### src/rtl/ccff_chain_loader_pkg.sv
`default_nettype none
// ============================================================================
// Module   : ccff_pkg
// Brief    : Shared FSM states and bit-serial CRC-16-CCITT helper for the
//            configuration-chain loader.
// Revision : 1.0
// ============================================================================
package ccff_pkg;

    typedef enum logic [2:0] {
        ST_IDLE     = 3'd0,
        ST_FETCH    = 3'd1,
        ST_SHIFT    = 3'd2,
        ST_READBACK = 3'd3,
        ST_DONE     = 3'd4
    } ccff_state_e;

    localparam logic [15:0] CRC16_POLY = 16'h1021;
    localparam logic [15:0] CRC16_INIT = 16'hFFFF;

    function automatic logic [15:0] crc16_bit(input logic [15:0] crc, input logic din);
        logic fb;
        fb = crc[15] ^ din;
        return {crc[14:0], 1'b0} ^ (fb ? CRC16_POLY : 16'h0000);
    endfunction

endpackage
`default_nettype wire

### src/rtl/ccff_chain_loader_if.sv
`default_nettype none
// ============================================================================
// Module   : ccff_chain_loader_if
// Brief    : Valid/ready bitstream word stream feeding the chain loader.
// Revision : 1.0
// ============================================================================
interface ccff_chain_loader_if #(
    parameter int WORD_W = 8
) ();
    logic [WORD_W-1:0] word_data;
    logic              word_valid;
    logic              word_ready;

    modport master (output word_data, output word_valid, input word_ready);
    modport slave  (input word_data, input word_valid, output word_ready);
endinterface
`default_nettype wire

### src/rtl/ccff_crc16_serial.sv
`default_nettype none
// ============================================================================
// Module   : ccff_crc16_serial
// Brief    : One-bit-per-cycle CRC-16-CCITT accumulator with synchronous clear.
// Revision : 1.0
// ============================================================================
module ccff_crc16_serial
    import ccff_pkg::*;
(
    input  wire         clk,
    input  wire         rst,
    input  wire         i_clear,
    input  wire         i_en,
    input  wire         i_bit,
    output logic [15:0] o_crc
);

    logic [15:0] r_crc;

    always_ff @(posedge clk or posedge rst) begin
        if (rst) begin
            r_crc <= CRC16_INIT;
        end else if (i_clear) begin
            r_crc <= CRC16_INIT;
        end else if (i_en) begin
            r_crc <= crc16_bit(r_crc, i_bit);
        end
    end

    assign o_crc = r_crc;

endmodule
`default_nettype wire

### src/rtl/ccff_chain_loader.sv
`default_nettype none
// ============================================================================
// Module   : ccff_chain_loader
// Brief    : Serializes bitstream words into a configuration chain head and
//            optionally reads the chain back through a recirculating CRC check.
// Revision : 1.0
// ============================================================================
module ccff_chain_loader
    import ccff_pkg::*;
#(
    parameter int CHAIN_LEN = 36,
    parameter int WORD_W    = 8,
    parameter int CNT_W     = 16
) (
    input  wire              prog_clk,
    input  wire              pReset,
    input  wire              start,
    input  wire              verify_en,
    ccff_chain_loader_if.slave word_if,
    output logic             ccff_head,
    output logic             ccff_clk_en,
    input  wire              ccff_tail,
    output logic             busy,
    output logic             done,
    output logic             crc_ok,
    output logic [CNT_W-1:0] bit_count
);

    localparam logic [2:0] c_ST_IDLE     = ST_IDLE;
    localparam logic [2:0] c_ST_FETCH    = ST_FETCH;
    localparam logic [2:0] c_ST_SHIFT    = ST_SHIFT;
    localparam logic [2:0] c_ST_READBACK = ST_READBACK;
    localparam logic [2:0] c_ST_DONE     = ST_DONE;

    localparam int                 c_IDX_W    = (WORD_W > 1) ? $clog2(WORD_W) : 1;
    localparam logic [c_IDX_W-1:0] c_IDX_LAST = c_IDX_W'(WORD_W - 1);
    localparam logic [CNT_W-1:0]   c_LAST_BIT = CNT_W'(CHAIN_LEN - 1);

    logic [2:0]         r_state;
    logic [WORD_W-1:0]  r_word;
    logic [c_IDX_W-1:0] r_idx;
    logic               r_verify;

    logic        w_start_ok;
    logic        w_load_en;
    logic        w_rb_en;
    logic [15:0] w_load_crc;
    logic [15:0] w_rb_crc;

    assign w_start_ok = start && ((r_state == c_ST_IDLE) || (r_state == c_ST_DONE));
    assign w_load_en  = (r_state == c_ST_SHIFT);
    assign w_rb_en    = (r_state == c_ST_READBACK);
    assign busy       = (r_state != c_ST_IDLE) && (r_state != c_ST_DONE);

    ccff_crc16_serial u_load_crc (
        .clk     (prog_clk),
        .rst     (pReset),
        .i_clear (w_start_ok),
        .i_en    (w_load_en),
        .i_bit   (r_word[0]),
        .o_crc   (w_load_crc)
    );

    ccff_crc16_serial u_rb_crc (
        .clk     (prog_clk),
        .rst     (pReset),
        .i_clear (w_start_ok),
        .i_en    (w_rb_en),
        .i_bit   (ccff_tail),
        .o_crc   (w_rb_crc)
    );

    // Readback recirculates the tail into the head so the chain ends up unchanged.
    always_comb begin
        ccff_head          = 1'b0;
        ccff_clk_en        = 1'b0;
        word_if.word_ready = 1'b0;
        case (r_state)
            c_ST_FETCH:    word_if.word_ready = 1'b1;
            c_ST_SHIFT: begin
                ccff_head   = r_word[0];
                ccff_clk_en = 1'b1;
            end
            c_ST_READBACK: begin
                ccff_head   = ccff_tail;
                ccff_clk_en = 1'b1;
            end
            default: ;
        endcase
    end

    always_ff @(posedge prog_clk or posedge pReset) begin
        if (pReset) begin
            r_state   <= c_ST_IDLE;
            r_word    <= '0;
            r_idx     <= '0;
            r_verify  <= 1'b0;
            bit_count <= '0;
            done      <= 1'b0;
            crc_ok    <= 1'b0;
        end else begin
            case (r_state)
                c_ST_IDLE, c_ST_DONE: begin
                    if (start) begin
                        r_state   <= c_ST_FETCH;
                        r_verify  <= verify_en;
                        bit_count <= '0;
                        done      <= 1'b0;
                        crc_ok    <= 1'b0;
                    end
                end
                c_ST_FETCH: begin
                    if (word_if.word_valid) begin
                        r_word  <= word_if.word_data;
                        r_idx   <= '0;
                        r_state <= c_ST_SHIFT;
                    end
                end
                c_ST_SHIFT: begin
                    r_word    <= r_word >> 1;
                    r_idx     <= r_idx + 1'b1;
                    bit_count <= bit_count + 1'b1;
                    // Chain-full wins over word-exhausted: leftover word bits are dropped.
                    if (bit_count == c_LAST_BIT) begin
                        if (r_verify) begin
                            r_state   <= c_ST_READBACK;
                            bit_count <= '0;
                        end else begin
                            r_state <= c_ST_DONE;
                            done    <= 1'b1;
                            crc_ok  <= 1'b1;
                        end
                    end else if (r_idx == c_IDX_LAST) begin
                        r_state <= c_ST_FETCH;
                    end
                end
                c_ST_READBACK: begin
                    bit_count <= bit_count + 1'b1;
                    if (bit_count == c_LAST_BIT) begin
                        r_state <= c_ST_DONE;
                        done    <= 1'b1;
                        // Fold in the final tail bit, which the accumulator only sees next edge.
                        crc_ok  <= (crc16_bit(w_rb_crc, ccff_tail) == w_load_crc);
                    end
                end
                default: r_state <= c_ST_IDLE;
            endcase
        end
    end

endmodule
`default_nettype wire

### src/flat_wrapper.sv
// flat-port wrapper written by rule: the top's interface ports become plain ports
module ccff_chain_loader_flat import ccff_pkg::*;
#(
    parameter int CHAIN_LEN = 36,
    parameter int WORD_W    = 8,
    parameter int CNT_W     = 16
)
  (prog_clk, pReset, start, verify_en, ccff_head, ccff_clk_en, ccff_tail, busy, done, crc_ok, bit_count, word_if_word_data, word_if_word_valid, word_if_word_ready);
  ccff_chain_loader_if #(.WORD_W(WORD_W)) word_if_i ();
  input  wire prog_clk;
  input  wire pReset;
  input  wire start;
  input  wire verify_en;
  output logic ccff_head;
  output logic ccff_clk_en;
  input  wire ccff_tail;
  output logic busy;
  output logic done;
  output logic crc_ok;
  output logic [CNT_W-1:0] bit_count;
  input wire logic [$bits(word_if_i.word_data)-1:0] word_if_word_data;
  input wire logic [$bits(word_if_i.word_valid)-1:0] word_if_word_valid;
  output wire logic [$bits(word_if_i.word_ready)-1:0] word_if_word_ready;
  assign word_if_i.word_data = word_if_word_data;
  assign word_if_i.word_valid = word_if_word_valid;
  assign word_if_word_ready = word_if_i.word_ready;
  ccff_chain_loader #(.CHAIN_LEN(CHAIN_LEN), .WORD_W(WORD_W), .CNT_W(CNT_W)) u_core (.prog_clk(prog_clk), .pReset(pReset), .start(start), .verify_en(verify_en), .word_if(word_if_i), .ccff_head(ccff_head), .ccff_clk_en(ccff_clk_en), .ccff_tail(ccff_tail), .busy(busy), .done(done), .crc_ok(crc_ok), .bit_count(bit_count));
endmodule
### config.mk
export PLATFORM = sky130hd
export DESIGN_NAME = ccff_chain_loader_flat
export DESIGN_NICKNAME = d
export VERILOG_FILES = /design/src/rtl/ccff_chain_loader_pkg.sv /design/src/rtl/ccff_chain_loader_if.sv /design/src/rtl/ccff_crc16_serial.sv /design/src/rtl/ccff_chain_loader.sv /design/src/flat_wrapper.sv
export SDC_FILE = /design/constraint.sdc
export NUM_CORES = 1
export LEC_CHECK = 0
export CORE_MARGIN = 1.5
export CORE_UTILIZATION = 60
export CTS_CLUSTER_SIZE = 28
export DETAILED_ROUTE_END_ITERATION = 7
export DONT_BUFFER_PORTS = 1
export GPL_TIMING_DRIVEN = 0
export PLACE_DENSITY = 0.76
export SYNTH_ARGS = -nofsm -noshare
export SYNTH_HDL_FRONTEND = slang
export SYNTH_SLANG_ARGS = --single-unit
### constraint.sdc
create_clock -name prog_clk -period 6.2 [get_ports prog_clk]
set_clock_uncertainty 0.15 [all_clocks]
set_input_delay 1.24 -clock prog_clk [delete_from_list [all_inputs] [get_ports prog_clk]]
set_output_delay 1.24 -clock prog_clk [all_outputs]
set_load 0.05 [all_outputs]
After elaboration in Yosys (flattened, before gate mapping)
Index checks and enable logic that the tools add are counted.
{"block": "word_totals", "ff_bits": 65, "in_bits": 14}
{"block": "classes", "n_addsub": 2, "eq_ne": 14, "mux": 31, "n_bitwise": 4, "reduce_logical": 16}
{"operator": "$mux W16", "n": 7}
{"operator": "$pmux W16 S3", "n": 1}
{"operator": "$mux W13", "n": 2}
{"operator": "$mux W3", "n": 7}
{"operator": "$add A16 B1 Y16 const B", "n": 1}
{"operator": "$eq A16 B16 Y1", "n": 1}
{"operator": "$eq A16 B6 Y1 const B", "n": 1}
{"operator": "$pmux W8 S2", "n": 1}
{"operator": "$xor A16 B13 Y16", "n": 1}
{"operator": "$xor A16 B16 Y16", "n": 1}
{"operator": "$pmux W3 S4", "n": 1}
{"operator": "$mux W8", "n": 1}
{"operator": "$mux W1", "n": 7}
{"operator": "$eq A3 B2 Y1 const B", "n": 2}
{"operator": "$eq A3 B3 Y1 const B", "n": 2}
{"operator": "$ne A2 B2 Y1 const B", "n": 3}
{"operator": "$pmux W1 S3", "n": 2}
{"operator": "$pmux W3 S2", "n": 1}
{"operator": "$reduce_and A2 Y1", "n": 3}
{"operator": "$reduce_bool A2 Y1", "n": 3}
{"operator": "$reduce_bool A3 Y1", "n": 2}
{"operator": "$reduce_and A5 Y1", "n": 1}
{"operator": "$ne A2 B1 Y1 const B", "n": 2}
{"operator": "$reduce_and A4 Y1", "n": 1}
{"operator": "other kinds (10)", "n": 13}

Longest topological paths before layout
Gate-level depths: netlist of run 1.
{"block": "logic_depth", "ltp_word": 6, "ltp_mapped": 7, "depth_no_buf": 6}

Cells and area by module
Synthesis of run 1 repeated with hierarchy kept, for this count alone.
{"block": "unflattened", "hier_cells": 327, "area_unflattened_um2": 3363.2}
{"mod": "ccff_chain_loader", "n_inst": 1, "cells_per_inst": 213, "area_each_um2": 1874.3}
{"mod": "ccff_crc16_serial", "n_inst": 2, "cells_per_inst": 57, "area_each_um2": 744.5}

Worst setup path after synthesis of run 1
Ideal clock, no wire load.
{"block": "synth_timing", "path_type": "input port to output port", "startpoint": "input port ccff_tail", "endpoint": "output port ccff_head", "arrival_ns": 1.940, "setup_slack_ns": 2.870, "stages": 2, "n_path_buf": 0, "path_cell_list": "mux2i_1 > nor2_1"}
{"block": "synth_between", "elab_chain_len": 1}
{"item": "start, declared", "line": "flat_wrapper.sv:16", "text": "input wire ccff_tail;"}
{"item": "$pmux W1 S2", "line": "ccff_chain_loader.sv:78", "text": "case (r_state)"}
{"item": "end, declared", "line": "flat_wrapper.sv:14", "text": "output logic ccff_head;"}
Every way passes these cells.

Final worst setup path of run 1
{"block": "layout_timing", "startpoint": "register u_core.r_state[2]", "endpoint": "output port ccff_head"}
{"block": "layout_between", "elab_chain_len": 2, "word_cells_on_any_way": 3, "cone_classes": "eq/ne: 2; mux: 1"}
{"item": "start, declared", "line": "ccff_chain_loader.sv:39", "text": "logic [2:0] r_state;"}
{"item": "start signal, assigned", "line": "ccff_chain_loader.sv:94", "text": "r_state <= c_ST_IDLE;"}
{"item": "start signal, assigned", "line": "ccff_chain_loader.sv:105", "text": "r_state <= c_ST_FETCH;"}
{"item": "start signal, assigned", "line": "ccff_chain_loader.sv:116", "text": "r_state <= c_ST_SHIFT;"}
{"item": "$eq A3 B2 Y1", "line": "ccff_chain_loader.sv:78"}
{"item": "$pmux W1 S2 (*)", "line": "ccff_chain_loader.sv:78"}
Every way passes the cells marked *; elsewhere a longest branch is shown, timed or not.

==> metrics.csv, run 1 <==
metric,value,unit
status,"finished, final reports clean",
post_cts_buffers,0,
worst_r2r_path_depth,5,
rsz0062_at_grt,false,
power.density,566,mW/mm^2
cp.arrival,2.24,ns
syn_area,0.00312,sq mm
syn_nets,328,
crit_slowest_cell,nor2_1,
hold_viol_final,0,
fin_total_pwr,1940,uW
routed_wl,6570,um
p_leak,0.00140,uW
crit_fanout,10,
period_minus_slack,3.63,ns
tightest_slew,0.908,ns
utilization,67.5,%
synthTopCellsByCount,"nand2_1, dfrtp_1, nor2_1",
die_h,75.1,um
synth_top_area_share,26.9,%
wire_per_inst,16.5,um
die_w,75.1,um
routed_via_density,5.80,
grt-ovfl-total,0,
dieArea,0.00564,sq mm
cts_max_path_buffers,2,
start_util,61.5,%
crit_required,4.81,ns
cts-buffers-inserted,9,
fmax,276,MHz
yosys_warnings,0,
drv_cap,0,
r2r-end,u_core.bit_count[13],
crit_type,register to primary output,
setup_viol,0,
synth.distinct_cells,39,
timing.rr.start,u_core.bit_count[0],
worstSetupEndpointType,primary output,
drc,0,
synthTopCellsByArea,"dfstp_2, dfrtp_1, o22a_1, nand2_1, xnor2_1",
cp_top_family,simple AND/OR/NAND/NOR gates,
synth_seq_cells,65,
hpwlAfterDp,4670,um
grt_pass1_wl,10400,um
path_clk_slew,0.07,ns
pin_count,36,
synth_area_leader_cell,dfstp_2,
clock_latency,0.34,ns
cts_resized,0,
vias,2316,
core,0.00507,sq mm
synth_edf_count,0,
final.setup.tns,0,ns
cts_tree,done,
cp_slowest_stage_delay,0.78,ns
drt_iter0_drc,129,
grt_usage,25.2,%
slew_viol_final,0,
grt_max_degree,37,
syn_inst,311,
nets,341,
cts.sinks,65,
hold_start,u_core.r_idx[0],
hold_path.class,register to register,
async_flop_share,100,%
max_slew_margin,39.2,%
clock-root-buffer,clkbuf_8,
crit_path_start_kind,register,
layout-drive-gt1-share,19.8,%
vdd_drop_max,0.000325,V
cp_cell_sequence,"nand2b_1, clkbuf_1, nor2_1",
dr.pass1.iters,4,
detail-route-antenna-nets,0,
r2r_slack,3.58,ns
port_buffers,0,
htreeDepth,3,
areaGrowthSynthToFinish,9.78,%
num_antenna_cells,0,
synth.avg_cell_area,10.0,sq um
hold_depth,1,
hold_buffers,0,
yosysMostFrequentCell,nand2_1,
antenna_found_initial,0,
min_to,u_core.r_idx[0],
grt_pass1_vias,2176,
rows,26,
crit_buf_inv,1,
fin_crit_sh,58.5,%
gp_congestion,0.792,
yosysSeqAreaShare,53.4,%
synth_flop_cell,dfrtp_1,
## state kept, by name, indices dropped and copies added (netlist names)
signal and count:
u_core.done 1, u_core.r_word 8, u_core.u_rb_crc.o_crc 16, u_core.bit_count 16, u_core.crc_ok 1, u_core.u_load_crc.o_crc 16, u_core.r_idx 3, u_core.r_state 3
u_core.r_verify 1
## stage by stage
stage / hold WS, ns / instance area [sq um] / setup slack, ns / std cells
3_3_place_gp: 0.313 / 3210 / 2.59 / 381
6_report: 0.336 / 3430 / 2.57 / 399
3_5_place_dp: 0.330 / 3240 / 2.82 / 383
2_1_floorplan: 0.296 / 3120 / 2.87 / 311
4_1_cts: 0.339 / 3430 / 2.57 / 399
5_1_grt: 0.360 / 3430 / 2.50 / 399
## how the worst max path moves through the flow
stage	start	end	slack [ns]	cells after the start
finish	u_core.r_state[2]	ccff_head	2.57	3
global route	u_core.r_state[2]	ccff_head	2.50	3
CTS	u_core.r_state[2]	ccff_head	2.57	3
detailed placement	ccff_tail	ccff_head	2.82	2
global placement	pReset	u_core.r_word[3]	2.59	1
floorplan	ccff_tail	ccff_head	2.87	2
## layer usage
layer / wire (um) / part of all wire [%] / GRT usage [%] / vias up
li1: - / - / - / 1121
met1: 2910 / 44 / 33.4 / 1125
met2: 3210 / 49 / 39.4 / 61
met3: 352 / 5.4 / 5.49 / 9
met4: 97 / 1.5 / 12.1 / 0
met5: 0 / 0 / 0 / -
## cell usage in the layout (no fill, tap or decap), drive strengths merged, types with 8 or more instances in the layout
cell and instances:
a21oi 14, a31oi 8, clkbuf 18, dfrtp 33
dfstp 32, inv 8, nand2 49, nand3 12
nand4 9, nor2 34, o21ai 17, o22a 22
xnor2 17, xor2 13
## cell families after synthesis
group,count (synthesis),share of synthesized area [%]
compound gates,69,15.7
buf+inv,19,2.45
xor+xnor,30,8.42
flops,65,53.4
mux,1,0.321
fa+ha+maj,3,1.20
simple gates,124,18.5
## area by class of cell
class	count	area, sq um
repair buffers	2	31.3
flip-flops and latches	65	1670
multi-input cells	227	1380
well taps	70	87.6
clock inverters	5	30.0
plain buffers	11	46.3
clock buffers	11	151
fillers	420	1650
inverters	8	30.0
## report_power, final
| group | switching, uW | total, uW | internal (uW) | leakage, uW |
|---|---|---|---|---|
| Combinational | 445 | 742 | 297 | 0.000549 |
| Clock | 163 | 328 | 165 | 0.0000911 |
| Sequential | 222 | 871 | 649 | 0.000758 |
No activity file was read; power rests on OpenSTA's default activity.
==> run 2: changes to the inputs <==
ABC_AREA = 1   (was not set)
CORE_UTILIZATION = 57   (was 60)
PLACE_DENSITY = 0.75   (was 0.76)
clock period = 3.2 ns   (was 6.2 ns; I/O delays follow)
==> metrics.csv, run 2 <==
metric,value,unit
status,"finished, final reports clean",
power.density,1090,mW/mm^2
worstSetupEndpointType,primary output,
grt_pass1_vias,2650,
detail-route-antenna-nets,0,
fmax,343,MHz
drc,0,
drv_cap,0,
vias,2725,
hold_buffers,0,
final_common_cell,nand2_1,
synth.distinct_cells,31,
setup_viol,0,
clock_latency,0.34,ns
hold_viol_final,0,
path_clk_slew,0.07,ns
crit_type,register to primary output,
htreeDepth,3,
crit_path_start_kind,register,
drt_iter0_drc,297,
dr.pass1.iters,4,
p_leak,0.00185,uW
synthTopCellsByArea,"dfstp_2, dfrtp_1, nand2_1, inv_1, nor2_1",
synth.avg_cell_area,8.11,sq um
cp_cell_sequence,"inv_1, nand3_1, buf_4, o22ai_1",
syn_nets,436,
routed_wl,7170,um
crit_start,u_core.r_state[0],
routed_via_density,5.36,
areaGrowthSynthToFinish,8.95,%
cp.arrival,2.13,ns
rsz0062_at_grt,false,
r2r_slack,0.88,ns
dieArea,0.00643,sq mm
synth_top_area_share,24.8,%
synth_flop_cell,dfrtp_1,
nets,448,
yosysMostFrequentCell,nand2_1,
async_flop_share,100,%
layout-drive-gt1-share,18.1,%
final_cell_mix,"nand2_1, inv_1, nor2_1",
vdd_drop_max,0.000621,V
crit_slowest_cell,o22ai_1,
grt-ovfl-total,0,
synth_seq_cells,65,
worst_r2r_path_depth,9,
max_slew_margin,27.9,%
synth_top_family_by_area,simple AND/OR/NAND/NOR gates,
synth_edf_count,0,
synth-simple-area-share,25.0,%
rows,27,
synth_area_leader_cell,dfstp_2,
cts.sinks,65,
synth_fa_ha_area_share,1.10,%
min_to,u_core.r_verify,
start_util,60.2,%
die_h,80.2,um
final.setup.tns,0,ns
clock-root-buffer,clkbuf_8,
num_antenna_cells,0,
hpwlAfterDp,5090,um
hold_path.class,input pin to register,
crit_buf_inv,2,
crit_required,2.41,ns
cts_tree,done,
final_area,0.00370,sq mm
cts_resized,0,
placed_cell_area,0.00351,sq mm
period_minus_slack,2.92,ns
crit_fanout,10,
fin_crit_sh,91.2,%
synth_xor_area_share,4.13,%
yosysSeqAreaShare,49.1,%
syn_area,0.00340,sq mm
pin_count,36,
hold_depth,2,
synthMuxAreaShare,0,%
antenna_found_initial,0,
wire_per_inst,14.1,um
yosys_warnings,0,
synthTopCellsByCount,"nand2_1, inv_1, nor2_1",
cts-buffers-inserted,9,
grt_pass1_wl,12700,um
synth-compound-area-share,12.1,%
slew_viol_final,0,
cp_slowest_stage_delay,0.83,ns
cp_top_family,compound AO/OA/AOI/OAI gates,
core,0.00564,sq mm
syn_inst,419,
grt_usage,26.0,%
die_w,80.2,um
hold_start,verify_en,
r2r-end,u_core.bit_count[12],
timing.rr.start,u_core.bit_count[0],
port_buffers,0,
gp_congestion,0.884,
grt_max_degree,44,
tightest_slew,1.08,ns
post_cts_buffers,0,
cts_max_path_buffers,2,
## run 2: cell count changes after synthesis, moves of 6 or more
cell | previous run | this run
nand2_1 | 49 | 104
inv_1 | 7 | 56
o22a_1 | 22 | 0
nor2_1 | 33 | 52
a22oi_1 | 1 | 19
o21ai_0 | 5 | 21
nand3_1 | 12 | 22
o21ai_1 | 12 | 2
xnor2_1 | 17 | 7
a31oi_1 | 8 | 0
o211ai_1 | 0 | 8
clkbuf_1 | 7 | 0
nand4_1 | 9 | 3
## run 2: cells by family after synthesis
group,Yosys count
compound gates,66
flops,65
xor+xnor,16
fa+ha+maj,3
buf+inv,71
simple gates,198
## run 2: per-layer routing
layer	up-vias	global-route usage, %	wire (um)
met1	1280	36.3	3420
met3	11	6.02	438
met2	69	38.6	3200
met5	-	0	0
met4	0	10.9	109
li1	1365	-	-
## run 2: layout make-up
type / instances / area [sq um]
buffer: 9 / 58.8
inverter: 62 / 233
clock inverter: 2 / 10.0
sequential: 65 / 1670
clock buffer: 14 / 184
tap: 72 / 90.1
fill: 461 / 1940
multi-input combinational: 283 / 1440
timing repair buffer: 1 / 20.0
## run 2: worst max-delay path by stage
stage                        to  slack, ns  cells past startpoint
6_report              ccff_head       0.28                      4
5_1_grt               ccff_head       0.19                      4
4_1_cts               ccff_head       0.28                      4
3_5_place_dp          ccff_head       0.66                      4
3_3_place_gp   u_core.r_word[6]       0.12                      1
2_1_floorplan         ccff_head       0.79                      4
## run 2: power breakdown
| group | internal, uW | switching (uW) | total, uW |
|---|---|---|---|
| clock | 369 | 312 | 681 |
| sequential | 1260 | 319 | 1580 |
| combinational | 568 | 1200 | 1770 |
## run 2: worst register-to-register path: cells and delay by family, from the launching register on
family                   cells  cell delay (ns)
adder cells (fa/ha/maj)      1             0.31
AND/OR/NAND/NOR              6             0.77
flip-flops                   1             0.69
buffers and inverters        1             0.19
AO/OA/AOI/OAI                1             0.10
## run 2: stage by stage
stage | setup slack [ns] | power, uW | hold WS, ns | util (%) | cells
after floorplan | 0.791 | 2930 | 0.312 | - | 419
after global placement | 0.122 | 3290 | 0.322 | 61.8 | 491
after detailed placement | 0.659 | 3340 | 0.336 | 62.2 | 492
after CTS | 0.283 | 4030 | 0.268 | 65.6 | 508
after global routing | 0.190 | 4370 | 0.308 | 65.6 | 508
final | 0.281 | 4030 | 0.279 | 65.6 | 508
==> run 3: changes to the inputs <==
CORE_UTILIZATION = 59   (was 57)
CTS_BUF_LIST = sky130_fd_sc_hd__clkbuf_4   (was not set)
PLACE_DENSITY = 0.78   (was 0.75)
==> metrics.csv, run 3 (synthesis gave the netlist of run 2 again) <==
metric,value,unit
layout_setup_ws,0.222,ns
nets,448,
cts_resized,0,
worst_r2r_path_depth,6,
htreeDepth,3,
routed_via_density,5.37,
period_minus_slack,2.98,ns
grt-ovfl-total,0,
dr.pass1.iters,5,
crit_fanout,10,
grt_pass1_wl,12400,um
layout-drive-gt1-share,17.9,%
areaGrowthSynthToFinish,7.04,%
hold_buffers,0,
post_cts_buffers,0,
drt_iter0_drc,210,
cts-buffers-inserted,9,
drv_cap,0,
grt_usage,25.6,%
grt_pass1_vias,2612,
setup_viol,0,
final_area,0.00364,sq mm
vdd_drop_max,0.000723,V
final_cell_mix,"nand2_1, inv_1, nor2_1",
cts.sinks,65,
crit_start,u_core.r_state[0],
antenna_found_initial,0,
r2r-end,u_core.r_word[0],
start_util,61.3,%
rsz0062_at_grt,false,
worstSetupEndpointType,primary output,
crit_path_start_kind,register,
cts_tree,done,
gp_congestion,0.862,
slew_viol_final,0,
final.setup.tns,0,ns
path_clk_slew,0.11,ns
hold_viol_final,0,
crit_type,register to primary output,
fmax,336,MHz
final_cell_count_no_fill,508,
vias,2727,
cts_max_path_buffers,2,
place_inst,492,
r2r_slack,0.90,ns
core,0.00554,sq mm
fin_crit_sh,93.1,%
pin_count,36,
final_common_cell,nand2_1,
tightest_slew,1.06,ns
drc,0,
timing.rr.start,u_core.r_state[2],
routed_wl,7040,um
clock_latency,0.40,ns
hpwlAfterDp,5130,um
port_buffers,0,
status,"finished, final reports clean",
wire_per_inst,13.9,um
detail-route-antenna-nets,0,
p_leak,0.00182,uW
die_h,78.9,um
crit_end,ccff_head,
clock-root-buffer,clkbuf_4,
die_w,78.9,um
rows,27,
max_slew_margin,29.2,%
num_antenna_cells,0,
crit_required,2.41,ns
hold_path.class,input pin to async pin,
cp.arrival,2.19,ns
dieArea,0.00622,sq mm
placed_cell_area,0.00351,sq mm
power.density,1060,mW/mm^2
grt_max_degree,37,
dp_slack,0.657,ns
==> run 3: changes by cell type in the layout (fill, tap and decap cells not counted), sizes merged <==
cell    delta
clkbuf     -3
bufinv     +1
clkinv     +2
==> run 3: layout make-up <==
cell class / instances / area [sq um]
tap: 72 / 90.1
timing repair buffer: 1 / 20.0
inverter: 62 / 233
fill: 470 / 1900
sequential: 65 / 1670
buffer: 9 / 58.8
clock inverter: 5 / 46.3
clock buffer: 11 / 82.6
multi-input combinational: 283 / 1440
==> run 3: metal layers <==
metal  global-route usage [%]  vias to the layer above  wire (um)
li1                         -                     1363          -
met1                     35.6                     1289       3390
met2                     39.0                       63       3210
met3                     5.40                       12        322
met4                     11.1                        0        109
met5                        0                        -          0
==> run 3: report_power, final <==
| part | internal, uW | switching [uW] | leakage, uW |
|---|---|---|---|
| Sequential | 1260 | 318 | 0.000769 |
| Clock | 248 | 287 | 0.0000734 |
| Combinational | 567 | 1190 | 0.000977 |
==> run 3: through the flow <==
step	total power [uW]	hold WS [ns]	utilization [%]
floorplan	2930	0.312	-
global route	4190	0.134	65.6
CTS	3880	0.0916	65.6
global placement	3280	0.323	62.9
finish	3870	0.0884	65.6
detailed placement	3340	0.329	63.3
==> run 3: worst max-delay path: stages (launching register included) <==
cell     delay [ns]
dfrtp_1        0.43
inv_1          0.11
nand3_1        0.19
buf_4          0.24
o22ai_1        0.82
==> run 3: worst min-delay path by stage <==
stage                              startpoint                         to  slack [ns]  cells after the start
CTS                                    pReset       u_core.bit_count[13]        0.09                      1
global route                           pReset       u_core.bit_count[13]        0.13                      1
global placement    u_core.u_rb_crc.o_crc[13]  u_core.u_rb_crc.o_crc[13]        0.32                      2
floorplan           u_core.u_rb_crc.o_crc[13]  u_core.u_rb_crc.o_crc[13]        0.31                      2
detailed placement  u_core.u_rb_crc.o_crc[13]  u_core.u_rb_crc.o_crc[13]        0.33                      2
finish                                 pReset       u_core.bit_count[14]        0.09                      1
